<file path="src/rtl/sync_fifo_pkg.sv">
// Shared constants for the sync_fifo block: default geometry used by the top
// and its storage sub-module.
package sync_fifo_pkg;

  localparam int DEFAULT_FIFO_DEPTH = 8;
  localparam int DEFAULT_DATA_WIDTH = 32;

endpackage : sync_fifo_pkg

</file>
<file path="src/rtl/sync_fifo_mem.sv">
// FIFO storage: DEPTH x WIDTH register array with one synchronous write port
// and one registered synchronous read port.
module sync_fifo_mem
  import sync_fifo_pkg::*;
#(
  parameter int DEPTH = DEFAULT_FIFO_DEPTH,
  parameter int WIDTH = DEFAULT_DATA_WIDTH,
  localparam int AW   = $clog2(DEPTH)
) (
  input  logic             clk,
  input  logic             reset,
  input  logic             wr_en,
  input  logic [AW-1:0]    wr_addr,
  input  logic [WIDTH-1:0] wr_data,
  input  logic             rd_en,
  input  logic [AW-1:0]    rd_addr,
  output logic [WIDTH-1:0] rd_data
);

  logic [WIDTH-1:0] mem [DEPTH];

  // NOTE: the array has no reset; clearing it would turn a plain register
  // file into DEPTH*WIDTH resettable flops for no functional gain.
  always_ff @(posedge clk) begin
    if (wr_en) mem[wr_addr] <= wr_data;
  end

  // NOTE: sequential state is always assigned with <= so every register
  // samples its inputs as they were just before the edge.
  always_ff @(posedge clk or negedge reset) begin
    if (!reset)     rd_data <= '0;
    else if (rd_en) rd_data <= mem[rd_addr];
  end

endmodule : sync_fifo_mem

</file>
<file path="src/rtl/sync_fifo.sv">
// Single-clock FIFO with chip-select gating, registered read data and
// full/empty flags decoded from extended (ADDR_W+1 bit) pointers.
module sync_fifo
  import sync_fifo_pkg::*;
#(
  parameter int FIFO_DEPTH = DEFAULT_FIFO_DEPTH,
  parameter int DATA_WIDTH = DEFAULT_DATA_WIDTH
) (
  input  logic                  clk,
  input  logic                  reset,
  input  logic                  cs,
  input  logic                  wr_en,
  input  logic                  rd_en,
  input  logic [DATA_WIDTH-1:0] data_in,
  output logic                  full,
  output logic                  empty,
  output logic [DATA_WIDTH-1:0] data_out
);

  localparam int ADDR_W = $clog2(FIFO_DEPTH);

  logic [ADDR_W:0] wptr;
  logic [ADDR_W:0] rptr;
  logic            wr_ok;
  logic            rd_ok;

  // The extra MSB distinguishes a full lap from an empty FIFO.
  assign empty = (wptr == rptr);
  assign full  = (wptr[ADDR_W] != rptr[ADDR_W]) &&
                 (wptr[ADDR_W-1:0] == rptr[ADDR_W-1:0]);

  assign wr_ok = cs && wr_en && !full;
  assign rd_ok = cs && rd_en && !empty;

  always_ff @(posedge clk or negedge reset) begin
    if (!reset) begin
      wptr <= '0;
      rptr <= '0;
    end else begin
      if (wr_ok) wptr <= wptr + 1'b1;
      if (rd_ok) rptr <= rptr + 1'b1;
    end
  end

  sync_fifo_mem #(
    .DEPTH (FIFO_DEPTH),
    .WIDTH (DATA_WIDTH)
  ) u_mem (
    .clk     (clk),
    .reset   (reset),
    .wr_en   (wr_ok),
    .wr_addr (wptr[ADDR_W-1:0]),
    .wr_data (data_in),
    .rd_en   (rd_ok),
    .rd_addr (rptr[ADDR_W-1:0]),
    .rd_data (data_out)
  );

endmodule : sync_fifo

</file>
<file path="config.mk">
export PLATFORM = sky130hd
export DESIGN_NAME = sync_fifo
export DESIGN_NICKNAME = d
export VERILOG_FILES = /design/src/rtl/sync_fifo_pkg.sv /design/src/rtl/sync_fifo_mem.sv /design/src/rtl/sync_fifo.sv
export SDC_FILE = /design/constraint.sdc
export NUM_CORES = 1
export LEC_CHECK = 0
export CAP_MARGIN = 10
export CORE_MARGIN = 2
export CORE_UTILIZATION = 40
export CTS_CLUSTER_DIAMETER = 120
export DETAILED_ROUTE_END_ITERATION = 6
export DONT_BUFFER_PORTS = 1
export GPL_ROUTABILITY_DRIVEN = 0
export HOLD_SLACK_MARGIN = 0.1
export PLACE_DENSITY_LB_ADDON = 0.15
export SLEW_MARGIN = 20
export SYNTH_ARGS = -nofsm -noshare
export SYNTH_HDL_FRONTEND = slang
export SYNTH_SLANG_ARGS = --single-unit
export TNS_END_PERCENT = 20
</file>
<file path="constraint.sdc">
create_clock -name clk -period 4.13 [get_ports clk]
set_input_delay 1.239 -clock clk [delete_from_list [all_inputs] [get_ports clk]]
set_output_delay 1.239 -clock clk [all_outputs]
set_load 0.02 [all_outputs]
</file>
==> reports/metrics.csv, run 1 <==
stage,metric,value,unit
synthesis,ys_top_cells_by_count,"edfxtp_1 (256), mux4_2 (64), dfrtp_1 (40)",
synthesis,ys_types,22,
power_and_ir_drop,ir_worst_vdd,0.0003898,V
floorplanning,row_count,61,
layout,nets,584,
worst_hold_path,holdCritPathClass,input port to asynchronous set/reset pin,
worst_setup_path,required,2.89,ns
clock_network,post_cts_buffers,0,
drt,drt_wl_total,20.88,mm
clock_network,clk_path_buf_depth,3,
synthesis,ys_async_sr_fraction,13.51,%
grt,grt_overflow,0,
timing,fin_setup_tns,0,ns
synthesis,synth_edf_count,256,
power_and_ir_drop,swShare,29.40,%
worst_setup_path,crit_buf_inv,1,
synthesis,yosysMostFrequentCell,edfxtp_1,
worst_setup_path,crit_path_top_delay_cell,dfrtp_1,
power_and_ir_drop,internal_power,6.155,mW
grt,grt_max_degree,68,
drt,wl_per_cell,22.05,um
worst_setup_path,crit_chain,xnor2_2 -> nand2_1 -> nor3_1 -> buf_4,
synthesis,syn_nets,564,
synthesis,ys.flop_type,edfxtp_1,
grt,antenna_found_initial,0,
timing,tightest_slew,0.9693,ns
grt,grt_pass1_wl,31.81,mm
worst_setup_path,cp_top_family,flip-flops,
drt,drtIter0Drc,308,
power_and_ir_drop,p_comb_share,23.2,%
timing,relSlewSlack,35.38,%
worst_setup_path,max_stage_delay,0.53,ns
power_and_ir_drop,powerDensity,688.2,nW/um^2
worst_setup_path,crit_path_max_fanout,9,
placed_design,place.port_buffers,0,
synthesis,synth-seq-cells,296,
status,status,"finished, final reports clean",
synthesis,synth_area_per_cell,21.36,sq um
power_and_ir_drop,switchingPower,2.563,mW
floorplanning,die_w,171.4,um
floorplanning,die_area,29390,sq um
drt,num_vias,4807,
drt,vias_per_cell,5.076,
floorplanning,ios,71,
floorplanning,core-area,27710,sq um
placed_design,dp_cells,891,
layout,syn2layout_area_growth,12.97,%
timing,rsz0062_at_grt,false,
drt,antenna_left,0,
timing,timing.final.hold_violations,0,
power_and_ir_drop,p_leak,4.125,nW
power_and_ir_drop,clkPwrFrac,29.5,%
synthesis,synth_top_area_share,68.56,%
worst_setup_path,critPathKind,flop to output port,
clock_network,clock-sinks,296,
synthesis,syn_area,11210,sq um
clock_network,cts_hold_buf,0,
synthesis,synth_area_leaders,"edfxtp_1 (69%), mux4_2 (13%), dfrtp_1 (8.9%)",
placed_design,place_area,11710,sq um
clock_network,clk_pin_slew,0.06,ns
synthesis,syn_inst,525,
layout,layout-drive-gt1-share,25.18,%
worst_setup_path,cp-end-kind,output port,
clock_network,cts_resized,0,
layout,n_fill_cell,2292,
clock_network,cts_tree,built,
grt,grt_use_total,14.71,%
flow_run,maxCapViolCount,0,
floorplanning,initial_utilization,40.47,%
synthesis,yosysSeqAreaShare,77.48,%
worst_setup_path,cp.arrival,2.02,ns
clock_network,numCtsBuffers,30,
timing,clock_skew,0.01215,ns
synthesis,yosysWarnings,0,
timing,fin_crit,3.262,ns
timing,period_share,78.98,%
grt,grt_pass1_vias,5253,
timing,max_freq,306.6,MHz
clock_network,cts_root_buf,clkbuf_16,
clock_network,clock_latency,0.55,ns
power_and_ir_drop,seqPwrFrac,47.3,%
layout,final_area,12670,sq um
drt,first_pass_iters,4,
placed_design,dp_hpwl,12.20,mm
clock_network,htreeDepth,1,
synthesis,yosys.area.top_type,edfxtp_1,
timing,setup_violations,0,
drt,drc,0,
layout,stdcell_count,947,
timing,slew_violations,0,
floorplanning,die_h,171.4,um
worst_setup_path,cp-start-kind,flop,
path summary, 6_finish.rpt:
path,start,endpoint,slack [ns],depth (start not counted)
worst min-delay path,reset,u_mem.rd_data[1],0.38,0
worst min register to register,wptr[3],wptr[3],0.54,1
min in group clk,wptr[3],wptr[3],0.54,1
worst max register to register,rptr[2],u_mem.mem[1][16],1.21,5
worst max-delay path,wptr[0],full,0.87,4
max in group asynchronous,reset,u_mem.rd_data[21],3.65,0
area by class of cell:
type | instances | area (sq um) | area share (%)
flip-flops and latches | 296 | 8697 | 68.66
multi-input cells | 199 | 2411 | 19.03
clock buffers | 44 | 864.6 | 6.825
well taps | 378 | 473.0 | 3.734
repair buffers | 17 | 127.6 | 1.008
clock inverters | 11 | 87.58 | 0.6914
inverters | 1 | 3.754 | 0.02963
diodes | 1 | 2.502 | 0.01976
metrics by stage:
step / setup slack (ns) / power, mW / utilization (%) / hold slack, ns
2_1_floorplan: -0.2324 / 5.758 / - / 0.5017
3_3_place_gp: 0.9949 / 6.241 / 42.28 / 0.5184
3_5_place_dp: 0.8989 / 6.276 / 42.28 / 0.5275
4_1_cts: 0.8193 / 8.878 / 45.71 / 0.3554
5_1_grt: 0.7878 / 9.157 / 45.71 / 0.3608
6_report: 0.8682 / 8.718 / 45.72 / 0.3803
layer usage:
layer	track usage, %	up-vias	wire [um]
met5	0	-	0
met4	4.237	0	435
met3	3.014	33	1148
met2	24.22	111	10060
met1	19.96	2506	9239
li1	-	2157	-
registers in the layout (all words and copies together), names as in the netlist:
signal,count
u_mem.mem,256
u_mem.rd_data,32
wptr,4
rptr,4
power groups by stage:
stage | registers, mW | logic (mW) | clock network [mW]
floorplan | 4.04 | 1.72 | 0
global placement | 4.18 | 2.07 | 0
detailed placement | 4.19 | 2.09 | 0
CTS | 4.13 | 2.09 | 2.65
global route | 4.17 | 2.23 | 2.76
finish | 4.12 | 2.02 | 2.57
cells by family after synthesis:
logic type,synth area share [%]
buf+inv,1.596
xor+xnor,1.138
flops,77.48
compound gates,1.718
simple gates,1.930
fa+ha+maj,0.2231
mux,15.91
cells in the final DEF, fill, tap and decap left out, drive strengths merged:
master / netlist / layout
a21oi: 32 / 32
a41oi: 2 / 2
buf: 27 / 17
bufinv: 0 / 1
clkbuf: 2 / 44
clkinv: 0 / 9
dfrtp: 40 / 40
diode: 0 / 1
edfxtp: 256 / 256
ha: 2 / 2
inv: 1 / 2
mux2: 2 / 2
mux2i: 32 / 32
mux4: 64 / 64
nand2: 7 / 7
nand2b: 3 / 3
nand4: 2 / 2
nor2: 37 / 37
nor3: 4 / 4
xnor2: 8 / 8
xor2: 4 / 4
worst register-to-register path: stages (launching register included):
cell	delay (ns)
dfrtp_2	0.75
xnor2_2	0.20
a41oi_2	0.38
nand2b_1	0.33
nor2_4	0.56
buf_4	0.37
Note: power is estimated with default switching activity, not from simulation.
==> inputs of run 2 (changes only) <==
Clock period 4.13 ns to 2.85 ns, I/O delays scaled along.
==> run 2 against run 1 <==
Compared with the run above: wire length is 1.5% higher; design area is 1.7% higher; core utilization is 0.79 points higher; worst setup slack worse by 0.73 ns; sequential share of layout area is 1.2 points lower; register-to-register slack worse by 0.75 ns; global-route usage is 0.073 points lower; clock-buffer cell count is 6 lower; power is 49% higher; critical path type unchanged.
==> reports/metrics.csv, run 2 (synthesis results as in run 1) <==
stage,metric,value,unit
drt,drc,0,
layout,top_regs,"u_mem.mem: 256 flops, u_mem.rd_data: 32 flops",
floorplanning,die_w,171.4,um
worst_setup_path,required,2.00,ns
layout,antenna_cells,0,
clock_network,cts_resized,0,
power_and_ir_drop,p_leak,4.212,nW
worst_hold_path,holdCritPathClass,input port to asynchronous set/reset pin,
clock_network,clk_pin_slew,0.06,ns
floorplanning,row_count,61,
timing,setup_violations,0,
flow_run,maxCapViolCount,0,
power_and_ir_drop,ir_worst_vdd,0.0006955,V
grt,grt_pass1_wl,31.81,mm
layout,stdcell_count,954,
placed_design,place_area,11810,sq um
timing,clock_skew,0.008600,ns
drt,drtIter0Drc,335,
worst_setup_path,cp.arrival,1.86,ns
floorplanning,ios,71,
floorplanning,die_area,29390,sq um
placed_design,dp_hpwl,11.75,mm
timing,slew_violations,0,
placed_design,place.port_buffers,0,
grt,antenna_found_initial,0,
drt,first_pass_iters,4,
timing,tightest_slew,1.017,ns
grt,grt_pass1_vias,5230,
floorplanning,core-area,27710,sq um
clock_network,htreeDepth,1,
placed_design,dp_cells,895,
timing,timing.final.hold_violations,0,
clock_network,clock-sinks,296,
grt,grt_max_degree,68,
timing,period_share,95.11,%
worst_setup_path,cp-end-kind,output port,
grt,grt_overflow,0,
power_and_ir_drop,powerDensity,1011,nW/um^2
clock_network,clock_latency,0.54,ns
clock_network,clk_path_buf_depth,3,
timing,fin_crit,2.711,ns
layout,syn2layout_area_growth,14.93,%
clock_network,numCtsBuffers,31,
grt,grt_use_total,14.64,%
floorplanning,die_h,171.4,um
placed_design,pre_cts_slack,0.3693,ns
layout,largest_reg_flops,256,
timing,rsz0062_at_grt,false,
worst_setup_path,cp-start-kind,flop,
layout,largest-register,u_mem.mem,
drt,drt_wl_total,21.19,mm
drt,wl_per_cell,22.21,um
layout,nets,592,
clock_network,cts_root_buf,clkbuf_16,
timing,max_freq,368.9,MHz
timing,holdWs,0.1559,ns
layout,layout-drive-gt1-share,26.74,%
drt,vias_per_cell,5.179,
layout,final_cell_mix,"edfxtp_1 (256), mux4_2 (64), dfrtp_1 (37)",
worst_setup_path,crit_path_max_fanout,9,
clock_network,cts_tree,built,
drt,antenna_left,0,
layout,final_common_cell,edfxtp_1,
worst_setup_path,critPathKind,flop to output port,
timing,relSlewSlack,32.18,%
power_and_ir_drop,finalPower,13.03,mW
status,status,"finished, final reports clean",
drt,num_vias,4941,
floorplanning,initial_utilization,40.47,%
layout,final_area,12890,sq um
timing,worst_slack,0.1393,ns
run 2: path summary, 6_finish.rpt:
check                            startpoint  slack [ns]  cells past startpoint               end
worst max-delay path                wptr[0]        0.14                      4             empty
worst min-delay path                  reset        0.16                      1  u_mem.rd_data[4]
worst max register to register      wptr[0]        0.46                      5   u_mem.mem[0][8]
worst min register to register      wptr[3]        0.54                      1           wptr[3]
max in group asynchronous             reset        2.45                      1           rptr[1]
min in group clk                data_in[29]        0.40                      0  u_mem.mem[1][29]
run 2: per-layer routing:
| layer | track usage [%] | vias up | wire length, um |
|---|---|---|---|
| li1 | - | 2182 | - |
| met1 | 20.70 | 2635 | 9840 |
| met4 | 4.200 | 0 | 480 |
| met2 | 22.96 | 90 | 9890 |
| met3 | 3.290 | 34 | 975 |
| met5 | 0 | - | 0 |
run 2: final cells by class:
class | count | area (sq um)
Multi-Input combinational cell | 199 | 2417
Clock buffer | 38 | 852.1
Inverter | 1 | 3.754
Timing Repair Buffer | 24 | 262.8
Clock inverter | 18 | 181.4
Tap cell | 378 | 473.0
Fill cell | 2293 | 14820
Sequential cell | 296 | 8697
run 2: report_power, final:
group          switching (mW)  internal [mW]
combinational            1.60           1.49
clock                    1.63           2.39
sequential              0.601           5.32
run 2: what timing repair did:
| item | in CTS | in global routing |
|---|---|---|
| hold buffers | 1 | 0 |
| buffers inserted | 0 | 2 |
| endpoints found under the setup margin | 0 | 1 |
| hold endpoints to repair | 40 | 0 |
run 2: critical path: stages (launching register included):
cell     delay (ns)
dfrtp_1        0.55
xnor2_2        0.30
nand2_1        0.11
nor3_1         0.18
buf_4          0.18
run 2: stage by stage:
stage          TNS [ns]  util (%)
2_1_floorplan    -53.39         -
3_3_place_gp          0     42.63
3_5_place_dp          0     42.63
4_1_cts               0     46.46
5_1_grt               0     46.52
6_report              0     46.52
==> inputs of run 3 (changes only) <==
Settings changed: CORE_UTILIZATION 40 to 57.
==> run 3 against run 2 <==
Compared with the run above: wire length shrank 5.6%; core utilization grew 19 points; design area shrank 1.0%; maximum frequency grew 3.5%; combinational power is essentially flat; die area shrank 29%; worst setup slack gained 0.092 ns.
==> reports/metrics.csv, run 3 (synthesis results as in run 1) <==
stage,metric,value,unit
clock_network,clock_latency,0.54,ns
drt,first_pass_iters,4,
floorplanning,core-area,19400,sq um
worst_hold_path,holdCritPathClass,input port to asynchronous set/reset pin,
timing,slew_violations,0,
floorplanning,die_w,144.3,um
timing,rsz0062_at_grt,false,
floorplanning,die_area,20810,sq um
placed_design,place_area,11710,sq um
timing,clock_skew,0.008059,ns
worst_setup_path,crit_path_top_delay_cell,dfrtp_1,
drt,drtIter0Drc,288,
worst_setup_path,cp-start-kind,flop,
floorplanning,die_h,144.3,um
grt,antenna_found_initial,0,
worst_setup_path,crit_buf_inv,1,
grt,grt_use_total,20.18,%
power_and_ir_drop,finalPower,12.91,mW
drt,antenna_left,0,
timing,period_share,91.88,%
clock_network,cts_tree,built,
layout,final_area,12760,sq um
drt,vias_per_cell,5.925,
layout,final_cell_mix,"edfxtp_1 (256), mux4_2 (64), dfrtp_1 (36)",
layout,nets,590,
worst_setup_path,crit_chain,xnor2_2 -> nand2_1 -> nor3_1 -> buf_4,
timing,holdWs,0.1652,ns
floorplanning,initial_utilization,57.80,%
placed_design,place.port_buffers,0,
grt,grt_max_degree,68,
worst_setup_path,cp-startpoint,wptr[0],
clock_network,cts_root_buf,clkbuf_16,
timing,max_freq,381.9,MHz
timing,relSlewSlack,32.81,%
worst_setup_path,max_stage_delay,0.62,ns
grt,grt_pass1_vias,5261,
drt,drc,0,
layout,layout-drive-gt1-share,26.96,%
clock_network,numCtsBuffers,30,
clock_network,htreeDepth,1,
drt,drt_wl_total,20.01,mm
floorplanning,ios,71,
power_and_ir_drop,p_leak,4.204,nW
layout,register_area,8698,sq um
clock_network,clock-sinks,296,
worst_setup_path,r2r_start,wptr[0],
worst_setup_path,required,2.00,ns
layout,top_regs,"u_mem.mem: 256 flops, u_mem.rd_data: 32 flops",
timing,fin_crit,2.619,ns
worst_setup_path,r2r_cells,6,
layout,n_fill_cell,1284,
worst_setup_path,rrSetupSlack,0.35,ns
layout,stdcell_count,840,
power_and_ir_drop,ir_worst_vdd,0.0007090,V
grt,grt_pass1_wl,30.91,mm
timing,timing.final.hold_violations,0,
timing,setup_violations,0,
layout,antenna_cells,0,
drt,wl_per_cell,23.82,um
worst_setup_path,rr_endpoint,u_mem.mem[6][14],
flow_run,maxCapViolCount,0,
power_and_ir_drop,powerDensity,1012,nW/um^2
floorplanning,row_count,51,
worst_setup_path,cp_top_family,flip-flops,
worst_setup_path,critPathKind,flop to output port,
worst_setup_path,cp.arrival,1.76,ns
clock_network,clk_pin_slew,0.06,ns
layout,syn2layout_area_growth,13.78,%
placed_design,dp_hpwl,11.17,mm
clock_network,clk_path_buf_depth,3,
placed_design,dp_cells,782,
layout,final_common_cell,edfxtp_1,
worst_setup_path,cp-end-kind,output port,
worst_setup_path,crit_path_max_fanout,9,
layout,multi_input_area,2429,sq um
status,status,"finished, final reports clean",
layout,largest_reg_flops,256,
layout,largest-register,u_mem.mem,
timing,tightest_slew,1.008,ns
drt,num_vias,4977,
grt,grt_overflow,0,
## run 3: changes by cell type in the layout (fill, tap and decap cells not counted), moves of 2 or more
cell	previous run	this run
clkinv_2	5	7
clkbuf_1	2	6
clkinv_1	6	1
buf_4	18	14
buf_12	5	8
## run 3: worst max path at each step
stage                       end  cells past startpoint
5_1_grt                    full                      4
2_1_floorplan   u_mem.mem[3][0]                      4
3_3_place_gp   u_mem.mem[0][30]                      5
6_report                   full                      4
4_1_cts                    full                      4
3_5_place_dp   u_mem.mem[6][14]                      5
## run 3: area by class of cell
class | count | area share, %
Multi-Input combinational cell | 199 | 19.03
Clock buffer | 40 | 6.492
Tap cell | 265 | 2.599
Timing Repair Buffer | 23 | 2.295
Clock inverter | 16 | 1.373
Sequential cell | 296 | 68.18
Inverter | 1 | 0.02942
## run 3: repair_timing
action                     in CTS  in global routing
hold endpoints to repair       40                  0
hold buffers                    1                  0
setup endpoints to repair       0                  2
setup buffers                   0                  1
gates resized for setup         0                  2
## run 3: worst register-to-register path, stage by stage, from the launching register on
cell and delay, ns:
dfrtp_1 0.54, xnor2_2 0.22, buf_4 0.17, a41oi_2 0.34, nand2_1 0.27, nor2_4 0.44, buf_12 0.22
## run 3: layer usage
metal	wire length [um]	part of all wire, %	track usage (%)
met5	0	0	0
met3	1197	6.0	4.139
met4	270	1.3	4.241
met1	8814	44	29.70
met2	9727	49	32.23
## run 3: stage by stage
stage | setup TNS [ns] | setup WS [ns] | utilization (%)
finish | 0 | 0.2314 | 65.77
global route | 0 | 0.04737 | 65.77
CTS | 0 | 0.1188 | 65.67
detailed placement | 0 | 0.3720 | 60.35
global placement | 0 | 0.4210 | 60.35
floorplan | -53.39 | -0.2997 | -
## run 3: power by group
group	internal (mW)	switching, mW
combinational	1.51	1.57
sequential	5.32	0.628
clock	2.32	1.57
